`config.mk`:
```
export PLATFORM = sky130hd
export DESIGN_NAME = data_mem_ctrl_flat
export DESIGN_NICKNAME = d
export VERILOG_FILES = /design/src/rtl/data_mem_ctrl_if.sv /design/src/rtl/data_mem_ctrl.sv /design/src/flat_wrapper.sv
export SDC_FILE = /design/constraint.sdc
export NUM_CORES = 1
export LEC_CHECK = 0
export ABC_AREA = 1
export CAP_MARGIN = 20
export CORE_ASPECT_RATIO = 1.25
export CORE_MARGIN = 5
export CORE_UTILIZATION = 35
export DETAILED_ROUTE_END_ITERATION = 8
export GPL_TIMING_DRIVEN = 0
export PLACE_DENSITY = 0.61
export RECOVER_POWER = 25
export SYNTH_ARGS = -nofsm -noshare
export SYNTH_HDL_FRONTEND = slang
export SYNTH_SLANG_ARGS = --single-unit
```
`constraint.sdc`:
```
create_clock -name Clock -period 3.1 [get_ports Clock]
set_input_delay 0.31 -clock Clock [delete_from_list [all_inputs] [get_ports Clock]]
set_output_delay 0.31 -clock Clock [all_outputs]
set_load 0.01 [all_outputs]
```
`src/rtl/data_mem_ctrl_if.sv`:
```
// Load/store bus between a requester and data_mem_ctrl.
// InjErr exists only when DATA_MEM_PARITY_EN is defined.
interface data_mem_ctrl_if #(
   parameter int DATA_W = 16,
   parameter int ADDR_W = 4
);
   logic              Req;
   logic              Write;
   logic [ADDR_W-1:0] Addr;
   logic [DATA_W-1:0] WData;
`ifdef DATA_MEM_PARITY_EN
   logic              InjErr;
`endif
   logic              Ready;
   logic              Ack;
   logic              Err;
   logic [DATA_W-1:0] RData;

`ifdef DATA_MEM_PARITY_EN
   modport master (output Req, Write, Addr, WData, InjErr,
                   input  Ready, Ack, Err, RData);
   modport slave  (input  Req, Write, Addr, WData, InjErr,
                   output Ready, Ack, Err, RData);
`else
   modport master (output Req, Write, Addr, WData,
                   input  Ready, Ack, Err, RData);
   modport slave  (input  Req, Write, Addr, WData,
                   output Ready, Ack, Err, RData);
`endif
endinterface

```
`src/rtl/data_mem_ctrl.sv`:
```
// Single-port data memory with req/ack handshake, WAIT extra access cycles and
// address range checking. Optional per-word even parity: DATA_MEM_PARITY_EN.
module data_mem_ctrl #(
   parameter int DATA_W = 16,
   parameter int ADDR_W = 4,
   parameter int DEPTH  = 16,
   parameter int WAIT   = 0
) (
   input logic            Clock,
   input logic            Resetn,
   data_mem_ctrl_if.slave bus
);

   localparam logic [1:0] S_IDLE   = 2'd0;
   localparam logic [1:0] S_ACCESS = 2'd1;
   localparam logic [1:0] S_RESP   = 2'd2;

   localparam int         IDX_W  = (DEPTH > 1) ? $clog2(DEPTH) : 1;
   localparam logic [3:0] WAIT_C = 4'(WAIT);
`ifdef DATA_MEM_PARITY_EN
   localparam int         MEM_W  = DATA_W + 1;
`else
   localparam int         MEM_W  = DATA_W;
`endif

   logic [MEM_W-1:0]  mem_q [DEPTH];

   logic [1:0]        state_q, state_d;
   logic [3:0]        cnt_q, cnt_d;
   logic              err_q, err_d;
   logic [DATA_W-1:0] rdata_q, rdata_d;

   logic              wr_q;
   logic [ADDR_W-1:0] addr_q;
   logic [DATA_W-1:0] wdata_q;
`ifdef DATA_MEM_PARITY_EN
   logic              inj_q;
`endif

   logic              accept;
   logic              in_range;
   logic              mem_we;
   logic              par_bad;
   logic [IDX_W-1:0]  idx;
   logic [MEM_W-1:0]  rd_word;
   logic [MEM_W-1:0]  wr_word;

   assign accept   = (state_q == S_IDLE) && bus.Req;
   assign in_range = ({{(32-ADDR_W){1'b0}}, addr_q} < 32'(DEPTH));
   assign idx      = addr_q[IDX_W-1:0];
   assign rd_word  = mem_q[idx];

`ifdef DATA_MEM_PARITY_EN
   // Stored word is {parity, data}; a healthy word XORs to zero overall.
   assign wr_word = {(^wdata_q) ^ inj_q, wdata_q};
   assign par_bad = ^rd_word;
`else
   assign wr_word = wdata_q;
   assign par_bad = 1'b0;
`endif

   always_comb begin
      state_d = state_q;
      cnt_d   = cnt_q;
      err_d   = err_q;
      rdata_d = rdata_q;
      mem_we  = 1'b0;
      case (state_q)
         S_IDLE: begin
            if (bus.Req) begin
               state_d = S_ACCESS;
               cnt_d   = WAIT_C;
               err_d   = 1'b0;
            end
         end
         S_ACCESS: begin
            if (cnt_q == 4'd0) begin
               state_d = S_RESP;
               mem_we  = wr_q && in_range;
               err_d   = !in_range || (!wr_q && par_bad);
               if (!wr_q) begin
                  rdata_d = in_range ? rd_word[DATA_W-1:0] : '0;
               end
            end else begin
               cnt_d = cnt_q - 4'd1;
            end
         end
         S_RESP:  state_d = S_IDLE;
         default: state_d = S_IDLE;
      endcase
   end

   always_ff @(posedge Clock or negedge Resetn) begin
      if (!Resetn) begin
         state_q <= S_IDLE;
         cnt_q   <= 4'd0;
         err_q   <= 1'b0;
         rdata_q <= '0;
      end else begin
         state_q <= state_d;
         cnt_q   <= cnt_d;
         err_q   <= err_d;
         rdata_q <= rdata_d;
      end
   end

   // Request fields are captured once at acceptance and held for the access.
   always_ff @(posedge Clock) begin
      if (accept) begin
         wr_q    <= bus.Write;
         addr_q  <= bus.Addr;
         wdata_q <= bus.WData;
`ifdef DATA_MEM_PARITY_EN
         inj_q   <= bus.InjErr;
`endif
      end
   end

   always_ff @(posedge Clock) begin
      if (mem_we) begin
         mem_q[idx] <= wr_word;
      end
   end

   assign bus.Ready = (state_q == S_IDLE);
   assign bus.Ack   = (state_q == S_RESP);
   assign bus.Err   = (state_q == S_RESP) && err_q;
   assign bus.RData = rdata_q;

endmodule
```
`src/flat_wrapper.sv`:
```
// flat-port wrapper written by rule: the top's interface ports become plain ports
module data_mem_ctrl_flat 
#(
   parameter int DATA_W = 16,
   parameter int ADDR_W = 4,
   parameter int DEPTH  = 16,
   parameter int WAIT   = 0
)
  (Clock, Resetn, bus_Req, bus_Write, bus_Addr, bus_WData, bus_Ready, bus_Ack, bus_Err, bus_RData);
  data_mem_ctrl_if #(.DATA_W(DATA_W), .ADDR_W(ADDR_W)) bus_i ();
  input logic Clock;
  input logic Resetn;
  input wire logic [$bits(bus_i.Req)-1:0] bus_Req;
  input wire logic [$bits(bus_i.Write)-1:0] bus_Write;
  input wire logic [$bits(bus_i.Addr)-1:0] bus_Addr;
  input wire logic [$bits(bus_i.WData)-1:0] bus_WData;
  output wire logic [$bits(bus_i.Ready)-1:0] bus_Ready;
  output wire logic [$bits(bus_i.Ack)-1:0] bus_Ack;
  output wire logic [$bits(bus_i.Err)-1:0] bus_Err;
  output wire logic [$bits(bus_i.RData)-1:0] bus_RData;
  assign bus_i.Req = bus_Req;
  assign bus_i.Write = bus_Write;
  assign bus_i.Addr = bus_Addr;
  assign bus_i.WData = bus_WData;
  assign bus_Ready = bus_i.Ready;
  assign bus_Ack = bus_i.Ack;
  assign bus_Err = bus_i.Err;
  assign bus_RData = bus_i.RData;
  data_mem_ctrl #(.DATA_W(DATA_W), .ADDR_W(ADDR_W), .DEPTH(DEPTH), .WAIT(WAIT)) u_core (.Clock(Clock), .Resetn(Resetn), .bus(bus_i));
endmodule
```
==> flow_summary.toml, run 1 <==
[status]
status = "finished, final reports clean"

[power_and_ir_drop]
intPower_w = 0.00693
clkPwrFrac = 0.378
power_frac_comb = 0.102
power_density_nw_per_um2 = 635
switching_share = 0.239
p_sw_w = 0.00218
seqPwrFrac = 0.520
leakage_nw = 5.53
ir_drop_uv = 299

[yosys]
synth_top_family_by_area = "simple AND/OR/NAND/NOR gates"
synth_cells = 1076
synth_compound_area_frac = 0.00176
synth-simple-area-share = 0.230
synth_mux_area_frac = 0
synth_adder_area_share = 0.00207
yosys_warnings = 0
yosys.area.top_type = "edfxtp_1"
syn_avg_cell_area_um2 = 11.2
synthXorXnorAreaFrac = 0
yosysTopAreaCellShare = 0.688
syn_area_um2 = 12100
seq_area_frac_synth = 0.733
ys_ff_latch = 299
synth_area_leaders = "edfxtp_1 69%, nand2_1 16%, dfrtp_1 4.6%"
syn_nets = 1102
synth_cell_types = 22

[global_routing]
grt_usage = 0.157
gr-total-overflow = 0
grt_pass1_wl_um = 46000
grt_max_degree = 23
grt_antenna_before_repair = 0
first_global_vias = 7837

[finish]
antenna_cells = 0
syn2layout_area_growth_pct = 18.6
num-fill-cells = 3171
final_core_util = 0.418
layout.nets = 1192
drive_gt1_frac = 0.0985

[setup_path]
rrSetupSlack_ns = 0.27
reg2reg_depth = 8
cp.required_ns = 3.28
timing.rr.end = "u_core.mem_q[9][9]$_DFFE_PP_"
cp_num_cells = 8
arrival_ns = 3.01
critPathTopFamily = "simple AND/OR/NAND/NOR gates"
path_buf_inv = 2
critPathLaunch = "u_core.cnt_q[0]$_DFFE_PN0P_"
endpoint_kind = "flop"
r2r-start = "u_core.cnt_q[0]$_DFFE_PN0P_"
worstSetupPathType = "flop to flop"
worst_setup_path_start_kind = "flop"
crit_fanout = 16
crit_end = "u_core.mem_q[9][9]$_DFFE_PP_"
cp_slowest_cell = "nor2_2"
crit_chain = "inv_1 -> ha_1 -> nand3_1 -> inv_1 -> nand2_1 -> nor2_1 -> nand3_1 -> nor2_2"
cpPeakStageDelay_ns = 0.80

[clock_tree]
ctsRootBufferMaster = "clkbuf_16"
tritoncts = "done"
post_cts.resized_instances = 0
clockBufferDepth = 3
h-tree-depth = 1
cts_setup_buffers = 0
cts_buffers = 31
cts_sinks = 299
worstSkewPairLatency_ns = 0.56
hold_buffers = 0
clk_pin_slew_ns = 0.06

[floorplan]
start_util = 0.352
num_rows = 76
io_pins = 43
dieWidth_um = 176
die_area_um2 = 38400
core_area_um2 = 34300
die_h_um = 218

[route]
vias = 7935
drtIter0Drc = 708
wl_um = 30300
drc = 0
first_pass_iters = 6
via_per_inst = 4.79
ant_nets = 0
detail_route.wl_per_cell_um = 18.3

[timing]
finalCritPeriodShare = 0.911
setup_viol = 0
hold_viol_final = 0
fmax_ghz = 0.354
slew_headroom = 0.384
rsz0062_at_grt = "no"
drv_slew = 0
clock_skew_ns = 0.0117
tightestPinTransition_ns = 0.924
finalCriticalPeriod_ns = 2.83
timing.hold.ws_ns = 0.0566

[place]
port_buffers = 41
gp_congestion = 0.887
hpwl_um = 20700

[job]
cap_viol_max_count = 0

[min_path]
hold_class = "primary input to asynchronous set/reset pin"
per-stage QoR:
stage / power, W / TNS, ns / cells / worst slack, ns / area [um^2]
finish: 0.00911 / 0 / 1656 / 0.275 / 14300
global route: 0.00945 / 0 / 1656 / 0.104 / 14300
CTS: 0.00917 / 0 / 1654 / 0.317 / 14300
detailed placement: 0.00575 / 0 / 1599 / 0.333 / 13400
global placement: 0.00572 / -25.87 / 1585 / -0.249 / 13100
floorplan: 0.00525 / 0 / 1076 / 0.857 / 12100
cell usage after synthesis:
library cell  instances
inv_4                 1
nand4_1              16
nor3_1                2
buf_8                 1
nand2_1             520
clkbuf_1              8
o22ai_1               1
buf_6                 8
ha_1                  2
buf_4                 5
nand3_1              86
inv_1                17
edfxtp_1            277
o21ai_0               2
conb_1                1
nor2_1               69
buf_2                27
nor2_2                4
inv_2                 1
buf_1                 5
dfrtp_1              22
a21oi_1               1
final cells by class:
cell class                      count  area [um^2]  area share
Timing Repair Buffer               57          691      0.0482
Tap cell                          468          586      0.0408
Sequential cell                   299         8870       0.618
Multi-Input combinational cell    704         2870       0.200
Buffer                             54          327      0.0228
Inverter                           19         73.8     0.00515
Clock inverter                     19          138     0.00960
Clock buffer                       36          795      0.0554
routing by layer:
layer | up-vias | global-route usage | routed length (um)
li1 | 3786 | - | -
met1 | 3793 | 0.200 | 12100
met2 | 290 | 0.281 | 15300
met3 | 66 | 0.0170 | 2030
met4 | 0 | 0.0486 | 872
met5 | - | 0 | 0
worst min-delay path by stage:
| stage | slack (ns) | endpoint | start |
|---|---|---|---|
| 3_3_place_gp | 0.49 | u_core.bus.RData[7]$_DFFE_PN0P_ | u_core.bus.RData[7]$_DFFE_PN0P_ |
| 2_1_floorplan | 0.01 | u_core.bus.RData[0]$_DFFE_PN0P_ | Resetn |
| 3_5_place_dp | 0.51 | u_core.bus.RData[14]$_DFFE_PN0P_ | u_core.bus.RData[14]$_DFFE_PN0P_ |
| 5_1_grt | 0.06 | u_core.bus.RData[6]$_DFFE_PN0P_ | Resetn |
| 6_report | 0.06 | u_core.bus.RData[6]$_DFFE_PN0P_ | Resetn |
| 4_1_cts | 0.28 | u_core.wdata_q[8]$_DFFE_PP_ | bus_WData[8] |
cells by family after synthesis:
family | Yosys count
buf+inv | 73
other cells | 1
simple gates | 697
compound gates | 4
flops | 299
fa+ha+maj | 2
sequential cells by signal (all words and copies together) (netlist names):
register and cells:
u_core.addr_q 4, u_core.wdata_q 16, u_core.bus.RData 16, u_core.wr_q 1, u_core.mem_q 256, u_core.state_q 2
u_core.cnt_q 4
cells in the final DEF (no fill, tap or decap), types with 4 or more instances in the layout:
| cell | netlist | final |
|---|---|---|
| edfxtp_1 | 277 | 277 |
| clkinv_2 | 0 | 4 |
| buf_8 | 1 | 10 |
| clkinv_1 | 0 | 11 |
| buf_2 | 27 | 27 |
| inv_1 | 17 | 17 |
| nor2_1 | 69 | 53 |
| nand4_1 | 16 | 16 |
| clkbuf_1 | 8 | 14 |
| buf_16 | 0 | 4 |
| buf_6 | 8 | 9 |
| nor2_2 | 4 | 20 |
| dfrtp_1 | 22 | 22 |
| clkbuf_16 | 0 | 31 |
| buf_1 | 5 | 5 |
| nand2_1 | 520 | 520 |
| nand3_1 | 86 | 86 |
| buf_4 | 5 | 5 |
| clkdlybuf4s50_1 | 0 | 19 |
| dlygate4sd3_1 | 0 | 22 |
power groups by stage:
stage	logic (W)	clock network, W	registers (W)
2_1_floorplan	0.000452	0	0.00479
3_3_place_gp	0.000906	0	0.00482
3_5_place_dp	0.000930	0	0.00482
4_1_cts	0.000933	0.00349	0.00474
5_1_grt	0.00103	0.00366	0.00476
6_report	0.000932	0.00344	0.00474
(Power assumes the default switching activity.)
==> run 2, diff against run 1 <==
==> constraint.sdc (replaced) <==
create_clock -name Clock -period 3.1 [get_ports Clock]
set_input_delay 0.31 -clock Clock [delete_from_list [all_inputs] [get_ports Clock]]
set_output_delay 0.31 -clock Clock [all_outputs]
set_load 0.1 [all_outputs]
==> results of run 2 <==
Same layout as run 1 (identical final DEF). Status: finished, final reports clean.
Main changes from that run: total power 0.00911 W -> 0.00975 W
